**src/rtl/page_stack_ctl_if.sv**
```systemverilog
// page_stack_ctl_if: CPU bus and interrupt-pulse bundle for the page-stack controller.
//   AD       register address within the peripheral window
//   DI / DO  write data from the CPU / registered read data
//   rw, cs   1 = read / 0 = write; access valid while cs is high
//   irq_ack  one-cycle pulse on interrupt vector fetch
//   rti_done one-cycle pulse on RTI completion
//   page     current memory page to the address decoder
//   stk_err  high while an overflow or underflow flag is set
// master = CPU side, slave = controller side.
interface page_stack_ctl_if;
  logic [4:0] AD;
  logic [7:0] DI;
  logic [7:0] DO;
  logic       rw;
  logic       cs;
  logic       irq_ack;
  logic       rti_done;
  logic [4:0] page;
  logic       stk_err;

  modport master (output AD, DI, rw, cs, irq_ack, rti_done,
                  input  DO, page, stk_err);
  modport slave  (input  AD, DI, rw, cs, irq_ack, rti_done,
                  output DO, page, stk_err);
endinterface

```
**src/rtl/page_stack_ctl.sv**
```systemverilog
// page_stack_ctl: page-select register with a hardware page stack.
// An interrupt vector fetch pushes the current page and switches to the
// programmable interrupt page; RTI completion pops it back.
//   clk      system clock, rising edge
//   rst      asynchronous active-high reset
//   bus      page_stack_ctl_if.slave (register access, pulses, page/stk_err out)
// Registers: 10000 page[3:0], 10001 page[4], 10010 STATUS
// {EN,UDF,OVF,0,depth}, 10011 IRQPAGE.
module page_stack_ctl #(
  parameter int DEPTH = 4
) (
  input  logic                    clk,
  input  logic                    rst,
  page_stack_ctl_if.slave         bus
);

  localparam logic [4:0] A_PG_LO  = 5'b10000;
  localparam logic [4:0] A_PG_HI  = 5'b10001;
  localparam logic [4:0] A_STATUS = 5'b10010;
  localparam logic [4:0] A_IRQPG  = 5'b10011;

  logic [4:0] page_q, page_d;
  logic [7:0] do_q, do_d;
  logic [3:0] depth_q, depth_d;
  logic       ovf_q, ovf_d;
  logic       udf_q, udf_d;
  logic       en_q, en_d;
  logic [4:0] irq_page_q, irq_page_d;
  logic [4:0] stack_q [DEPTH];
  logic [4:0] stack_d [DEPTH];

  logic wr, rd, push, pop, both;
  logic [4:0] top;

  assign wr   = bus.cs & ~bus.rw;
  assign rd   = bus.cs & bus.rw;
  assign push = en_q & bus.irq_ack & ~bus.rti_done;
  assign pop  = en_q & bus.rti_done & ~bus.irq_ack;
  assign both = en_q & bus.irq_ack & bus.rti_done;

  // Entry at depth-1; only meaningful when depth is non-zero.
  always_comb begin
    top = '0;
    for (int i = 0; i < DEPTH; i++)
      if (i + 1 == int'(depth_q)) top = stack_q[i];
  end

  always_comb begin
    page_d     = page_q;
    do_d       = do_q;
    depth_d    = depth_q;
    ovf_d      = ovf_q;
    udf_d      = udf_q;
    en_d       = en_q;
    irq_page_d = irq_page_q;
    stack_d    = stack_q;

    if (rd) begin
      case (bus.AD)
        A_PG_LO:  do_d = {4'b0, page_q[3:0]};
        A_PG_HI:  do_d = {7'b0, page_q[4]};
        A_STATUS: do_d = {en_q, udf_q, ovf_q, 1'b0, depth_q};
        A_IRQPG:  do_d = {3'b0, irq_page_q};
        default:  do_d = 8'h00;
      endcase
    end

    if (wr) begin
      case (bus.AD)
        A_PG_LO:  page_d[3:0] = bus.DI[3:0];
        A_PG_HI:  page_d[4]   = bus.DI[0];
        A_STATUS: begin
          en_d = bus.DI[7];
          if (bus.DI[6]) udf_d = 1'b0;
          if (bus.DI[5]) ovf_d = 1'b0;
        end
        A_IRQPG:  irq_page_d = bus.DI[4:0];
        default:  ;
      endcase
    end

    // Stack events come after the bus write so they override page and so a
    // flag set beats a same-cycle clear. All use the pre-edge irq_page/page.
    if (push) begin
      page_d = irq_page_q;
      if (depth_q < 4'(DEPTH)) begin
        for (int i = 0; i < DEPTH; i++)
          if (i == int'(depth_q)) stack_d[i] = page_q;
        depth_d = depth_q + 4'd1;
      end else begin
        ovf_d = 1'b1;
      end
    end else if (pop) begin
      if (depth_q != 4'd0) begin
        page_d  = top;
        depth_d = depth_q - 4'd1;
      end else begin
        page_d = page_q;
        udf_d  = 1'b1;
      end
    end else if (both) begin
      // Pop-then-push collapses to a page switch when the stack is non-empty.
      page_d = irq_page_q;
      if (depth_q == 4'd0) begin
        udf_d      = 1'b1;
        stack_d[0] = page_q;
        depth_d    = 4'd1;
      end
    end
  end

  always_ff @(posedge clk or posedge rst) begin
    if (rst) begin
      page_q     <= '0;
      do_q       <= '0;
      depth_q    <= '0;
      ovf_q      <= 1'b0;
      udf_q      <= 1'b0;
      en_q       <= 1'b0;
      irq_page_q <= '0;
      for (int i = 0; i < DEPTH; i++) stack_q[i] <= '0;
    end else begin
      page_q     <= page_d;
      do_q       <= do_d;
      depth_q    <= depth_d;
      ovf_q      <= ovf_d;
      udf_q      <= udf_d;
      en_q       <= en_d;
      irq_page_q <= irq_page_d;
      stack_q    <= stack_d;
    end
  end

  assign bus.page    = page_q;
  assign bus.DO      = do_q;
  assign bus.stk_err = ovf_q | udf_q;

endmodule
```
**src/flat_wrapper.sv**
```systemverilog
// flat-port wrapper written by rule: the top's interface ports become plain ports
module page_stack_ctl_flat 
#(
  parameter int DEPTH = 4
)
  (clk, rst, bus_AD, bus_DI, bus_rw, bus_cs, bus_irq_ack, bus_rti_done, bus_DO, bus_page, bus_stk_err);
  page_stack_ctl_if bus_i ();
  input  logic clk;
  input  logic rst;
  input wire logic [$bits(bus_i.AD)-1:0] bus_AD;
  input wire logic [$bits(bus_i.DI)-1:0] bus_DI;
  input wire logic [$bits(bus_i.rw)-1:0] bus_rw;
  input wire logic [$bits(bus_i.cs)-1:0] bus_cs;
  input wire logic [$bits(bus_i.irq_ack)-1:0] bus_irq_ack;
  input wire logic [$bits(bus_i.rti_done)-1:0] bus_rti_done;
  output wire logic [$bits(bus_i.DO)-1:0] bus_DO;
  output wire logic [$bits(bus_i.page)-1:0] bus_page;
  output wire logic [$bits(bus_i.stk_err)-1:0] bus_stk_err;
  assign bus_i.AD = bus_AD;
  assign bus_i.DI = bus_DI;
  assign bus_i.rw = bus_rw;
  assign bus_i.cs = bus_cs;
  assign bus_i.irq_ack = bus_irq_ack;
  assign bus_i.rti_done = bus_rti_done;
  assign bus_DO = bus_i.DO;
  assign bus_page = bus_i.page;
  assign bus_stk_err = bus_i.stk_err;
  page_stack_ctl #(.DEPTH(DEPTH)) u_core (.clk(clk), .rst(rst), .bus(bus_i));
endmodule
```
**config.mk**
```make
export PLATFORM = sky130hd
export DESIGN_NAME = page_stack_ctl_flat
export DESIGN_NICKNAME = d
export VERILOG_FILES = /design/src/rtl/page_stack_ctl_if.sv /design/src/rtl/page_stack_ctl.sv /design/src/flat_wrapper.sv
export SDC_FILE = /design/constraint.sdc
export NUM_CORES = 1
export LEC_CHECK = 0
export ABC_AREA = 1
export CORE_MARGIN = 4
export CORE_UTILIZATION = 45
export DETAILED_ROUTE_END_ITERATION = 10
export PLACE_DENSITY_LB_ADDON = 0.12
export SETUP_SLACK_MARGIN = 0.5
export SLEW_MARGIN = 20
export SYNTH_ARGS = -nofsm -noshare
export SYNTH_HDL_FRONTEND = slang
export SYNTH_SLANG_ARGS = --single-unit
```
**constraint.sdc**
```tcl
create_clock -name clk -period 1.9 [get_ports clk]
set_input_delay 0.57 -clock clk [delete_from_list [all_inputs] [get_ports clk]]
set_output_delay 0.57 -clock clk [all_outputs]
set_load 0.01 [all_outputs]
```
# Word-level counts from Yosys, hierarchy flattened
# Index checks and enable logic that the tools add are counted.
# Widths: inputs -> output; s select.
# totals
wordCells,97
register_bits,45
# classes
eq_ne,12
add_sub_neg,2
mux,40
n_reduce_logical,19
n_lt_le_gt_ge,1
bitwise_logic,11
# ops
operator,n
$mux 5,17
$pmux 8 s4,1
$mux 4,7
$eq 5x5->1 const B,4
$mux 20,1
$reduce_bool 4->1,4
$reduce_and 3->1,5
$mux 1,14
$eq 3x4->1 const A,2
$logic_not 4->1,2
$and 1x1->1,7
$reduce_bool 3->1,2
$reduce_and 5->1,1
$add 4x1->4 const B,1
$eq 2x4->1 const A,1
$eq 4x4->1 const A,1
$lt 4x3->1 const B,1
$ne 2x2->1 const B,2
$reduce_and 2->1,2
$reduce_and 4->1,1
$reduce_bool 2->1,2
$sub 4x1->4 const B,1
$ne 3x2->1 const B,1
$not 1->1,3
2 further kinds,2

# Longest topological paths before layout
# logic_depth
depth_word,8
ltp_mapped,12

# Least setup slack after synthesis
# No wires, ideal clock.
# synth_timing
path_kind,register to register
start,register u_core.depth_q[0]
end,"register u_core.page_q[1], in the netlist u_core.bus.page[1]"
required_ns,1.784
path_stages_with_launch,13
setup_slack_ns,0.335
arrival_time_ns,1.448
cell_sequence,dfrtp_1 inv_1 ha_1 clkbuf_1 nor2_1 nand3_1 nand2_1 nand2_1 nand2_1 nand2_1 nand2_1 nand2_1 nand2_1
# synth_between
elab_chain_len,8
word_cells_on_any_way,14
# synth_lines
item,line,source
from (decl),page_stack_ctl.sv:24,"logic [3:0] depth_q, depth_d;"
from (signal assigned),page_stack_ctl.sv:125,depth_q <= depth_d;
$eq 2x4->1,page_stack_ctl.sv:45,if (i + 1 == int'(depth_q)) top = stack_q[i];
$mux 5 (4 in a row),page_stack_ctl.sv:45,
$mux 5,page_stack_ctl.sv:94,if (depth_q != 4'd0) begin
$mux 5,page_stack_ctl.sv:93,end else if (pop) begin
$mux 5,page_stack_ctl.sv:84,if (push) begin
to (signal assigned),page_stack_ctl.sv:123,page_q <= page_d;
to (decl),page_stack_ctl.sv:22,"logic [4:0] page_q, page_d;"
# Several ways; a longest one is shown, not always the timed one. The select of a mux whose other input is x is not followed.
# A chain may end at the register's enable or synchronous reset.

# Worst setup path after layout
# layout_timing
start,register u_core.depth_q[2]
end,"register u_core.page_q[2], in the netlist u_core.bus.page[2]"
# Same word-level chain as after synthesis.

==> impl_metrics.tcl <==
set metrics [dict create \
    drt_iter0_drc 259 \
    synth_area_per_cell_sq_um 7.318 \
    p_sw_mw 1.858 \
    power_frac_seq 0.324 \
    synthSimpleGateAreaFrac 0.3201 \
    outcome "completed" \
    drv_cap 0 \
    die_x_um 82.80 \
    drv_slew 0 \
    wire_per_inst_um 16.28 \
    antenna_cells 0 \
    yosys-top-cells-area "dfrtp_1 (45%), nand2_1 (17%), o21ai_0 (8.2%), inv_1 (5.7%), nand3_1 (5.2%)" \
    ys_ff_latch 45 \
    antenna_found_initial 0 \
    combinationalPowerShare 0.542 \
    grt_util_all_layers 0.2392 \
    setup_ws_ns 0.3795 \
    intPower_mw 2.533 \
    setup_tns_ns 0 \
    clock_latency_ns 0.30 \
    fin_crit_sh 0.8003 \
    num_vias 2734 \
    area_growth_pct 52.14 \
    start_kind "flip-flop" \
    fin_skew_ns 0.007922 \
    num_rows 26 \
    initial_core_util 0.4777 \
    power_density_nw_per_um2 1147 \
    synth_xor_area_frac 0.006958 \
    pre_cts_slack_ns -0.1263 \
    rsz0062_at_grt "yes" \
    total_power_mw 4.391 \
    fillers 421 \
    ys_warn_count 0 \
    cts_tree "done" \
    portBuffers 32 \
    path_max_fanout 5 \
    setup_viol 0 \
    relSlewSlack 0.7560 \
    netlist_area_sq_um 2517 \
    cts.htree.levels 2 \
    ir_worst_vdd_mv 0.6761 \
    place_congestion 0.8824 \
    dp_hpwl_mm 4.836 \
    synth_edf_count 0 \
    syn-num-nets 368 \
    wl_mm 8.270 \
    hold_viol 0 \
    path_class "flip-flop to flip-flop" \
    grt_max_degree 38 \
    p_clk_frac 0.134 \
    path_clk_slew_ns 0.08 \
    synth_flop_cell "dfrtp_1" \
    period_minus_slack_ns 1.520 \
    yosysSeqAreaShare 0.4473 \
    die_area_sq_um 6855 \
    ant_nets 0 \
    clock-root-buffer "clkbuf_8" \
    muxShareOfSynthArea 0 \
    holdWs_ns 0.4859 \
    drive_gt1_frac 0.3973 \
    rrSetupSlack_ns 0.38 \
    hold_path_class "flip-flop to flip-flop" \
    yosysUniqueCellTypes 22 \
    worstMarginPinSlew_ns 0.3656 \
    io_pins 33 \
    firstDrtPassIters 5 \
    worstPathRequired_ns 2.15 \
    synthCells 344 \
    synth_top_family_by_area "simple AND/OR/NAND/NOR gates" \
    synth_compound_area_frac 0.1233 \
    cp-end-kind "flip-flop" \
    clock_sinks 45 \
    avgViaCountPerCell 5.382 \
    grt_pass1_wl_mm 12.24 \
    yosys.area.top_type "dfrtp_1" \
    cts_buffers 5 \
    critPathArrivalTime_ns 1.77 \
    die_y_um 82.80 \
    synth_adder_area_share 0.02485 \
    grt_pass1_vias 2460 \
    drc 0 \
    grt.overflow.total 0 \
    synth_top_area_share 0.4473 \
    cts_buffer_depth 2 \
    fin_nets 461 \
    p_leak_nw 1.869 \
    core_area_sq_um 5270 \
    fmax_mhz 657.7 \
    async_flop_share 1.000 \
    p_sw_frac 0.4232 \
]
## synthesized netlist by cell type, types with 2 or more instances
library cell	instances
nand3_1	26
xnor2_1	2
buf_6	3
inv_1	38
nand2_1	113
ha_1	5
nand3_2	5
o31ai_1	2
o21ai_0	41
nand4_1	3
nor2_4	2
o22ai_1	2
dfrtp_1	45
nor2_1	31
nor2_2	5
a21oi_1	13
clkbuf_1	3
## sequential cells by signal, indices dropped and copies added, names as in the netlist
| register | count |
|---|---|
| u_core.bus.page | 5 |
| u_core.udf_q | 1 |
| u_core.en_q | 1 |
| u_core.depth_q | 4 |
| u_core.irq_page_q | 5 |
| u_core.stack_q | 20 |
| u_core.ovf_q | 1 |
| u_core.bus.DO | 8 |
## final timing paths
path / start / end / depth (start not counted)
min reg2reg: u_core.bus.DO[3] / u_core.bus.DO[3] / 2
min in group asynchronous: rst / u_core.bus.DO[0] / 2
max reg2reg: u_core.depth_q[2] / u_core.bus.page[2] / 11
max: u_core.depth_q[2] / u_core.bus.page[2] / 11
min: u_core.bus.DO[3] / u_core.bus.DO[3] / 2
max in group asynchronous: rst / u_core.depth_q[2] / 3
## layout by cell type (no fill, tap or decap), types with 3 or more instances in the layout
master           count
dlygate4sd2_1        4
o21ai_1             13
clkdlybuf4s50_1      9
nand3_4              7
inv_2                6
clkbuf_8             5
o21ai_2              8
buf_12               5
nand2_2             18
nor2_4              10
o21ai_0             21
inv_1               28
nand2_4              4
clkbuf_2             3
a21oi_2              5
dfrtp_1             41
nor2_1              18
nand3_2              9
nand4_1              3
a21oi_1              8
nand3_1             18
buf_6                8
buf_4               43
dfrtp_2              4
ha_4                 3
nand2_1             92
nor2_2              10
buf_2               13
## cells by family after synthesis
kind of cell	Yosys count
flops	45
simple gates	187
compound gates	60
buf+inv	45
fa+ha+maj	5
xor+xnor	2
## layout make-up
| type | count | area [sq um] | area share |
|---|---|---|---|
| clock buffer | 6 | 72.57 | 0.01895 |
| sequential | 45 | 1131 | 0.2953 |
| clock inverter | 2 | 10.01 | 0.002614 |
| timing repair buffer | 90 | 809.5 | 0.2114 |
| inverter | 38 | 155.1 | 0.04051 |
| tap | 70 | 87.58 | 0.02287 |
| multi-input combinational | 257 | 1564 | 0.4084 |
## per-layer routing
metal  GRT usage  up-vias  part of all wire  wire, um
met5           0        -                 0         0
met4     0.05556        0             0.020       162
met3     0.03780       20             0.066       546
met2      0.3726      114              0.48      3978
met1      0.3496     1300              0.43      3582
li1            -     1300                 -         -
## power groups by stage
stage | logic, mW | registers, mW | clock network, mW
finish | 2.38 | 1.42 | 0.587
floorplan | 0.813 | 1.40 | 0
CTS | 1.94 | 1.40 | 0.590
global placement | 1.28 | 1.42 | 0
global route | 2.54 | 1.45 | 0.637
detailed placement | 1.30 | 1.42 | 0
## stage by stage
step	instance area [sq um]	util	cells
floorplan	2542	-	344
global placement	3097	0.5876	464
detailed placement	3097	0.5876	464
CTS	3512	0.6664	492
global route	3830	0.7267	508
finish	3830	0.7267	508
## worst max-delay path: stages (launching register included)
cell     delay [ns]
dfrtp_2        0.46
nor2_4         0.19
buf_6          0.16
buf_12         0.12
nand3_1        0.08
nand2_1        0.10
nand2_1        0.06
nand2_1        0.07
nand2_1        0.08
nand2_1        0.06
nand2_1        0.05
nand2_1        0.05
## repair_timing
| action | CTS | global route |
|---|---|---|
| endpoints found under the setup margin | 59 | 56 |
| cloned | 2 | 3 |
| resized for setup | 132 | 71 |
| buffers inserted | 18 | 13 |
| hold buffers | 0 | 0 |
| pin swaps | 31 | 39 |
No activity file was read; power rests on OpenSTA's default activity.
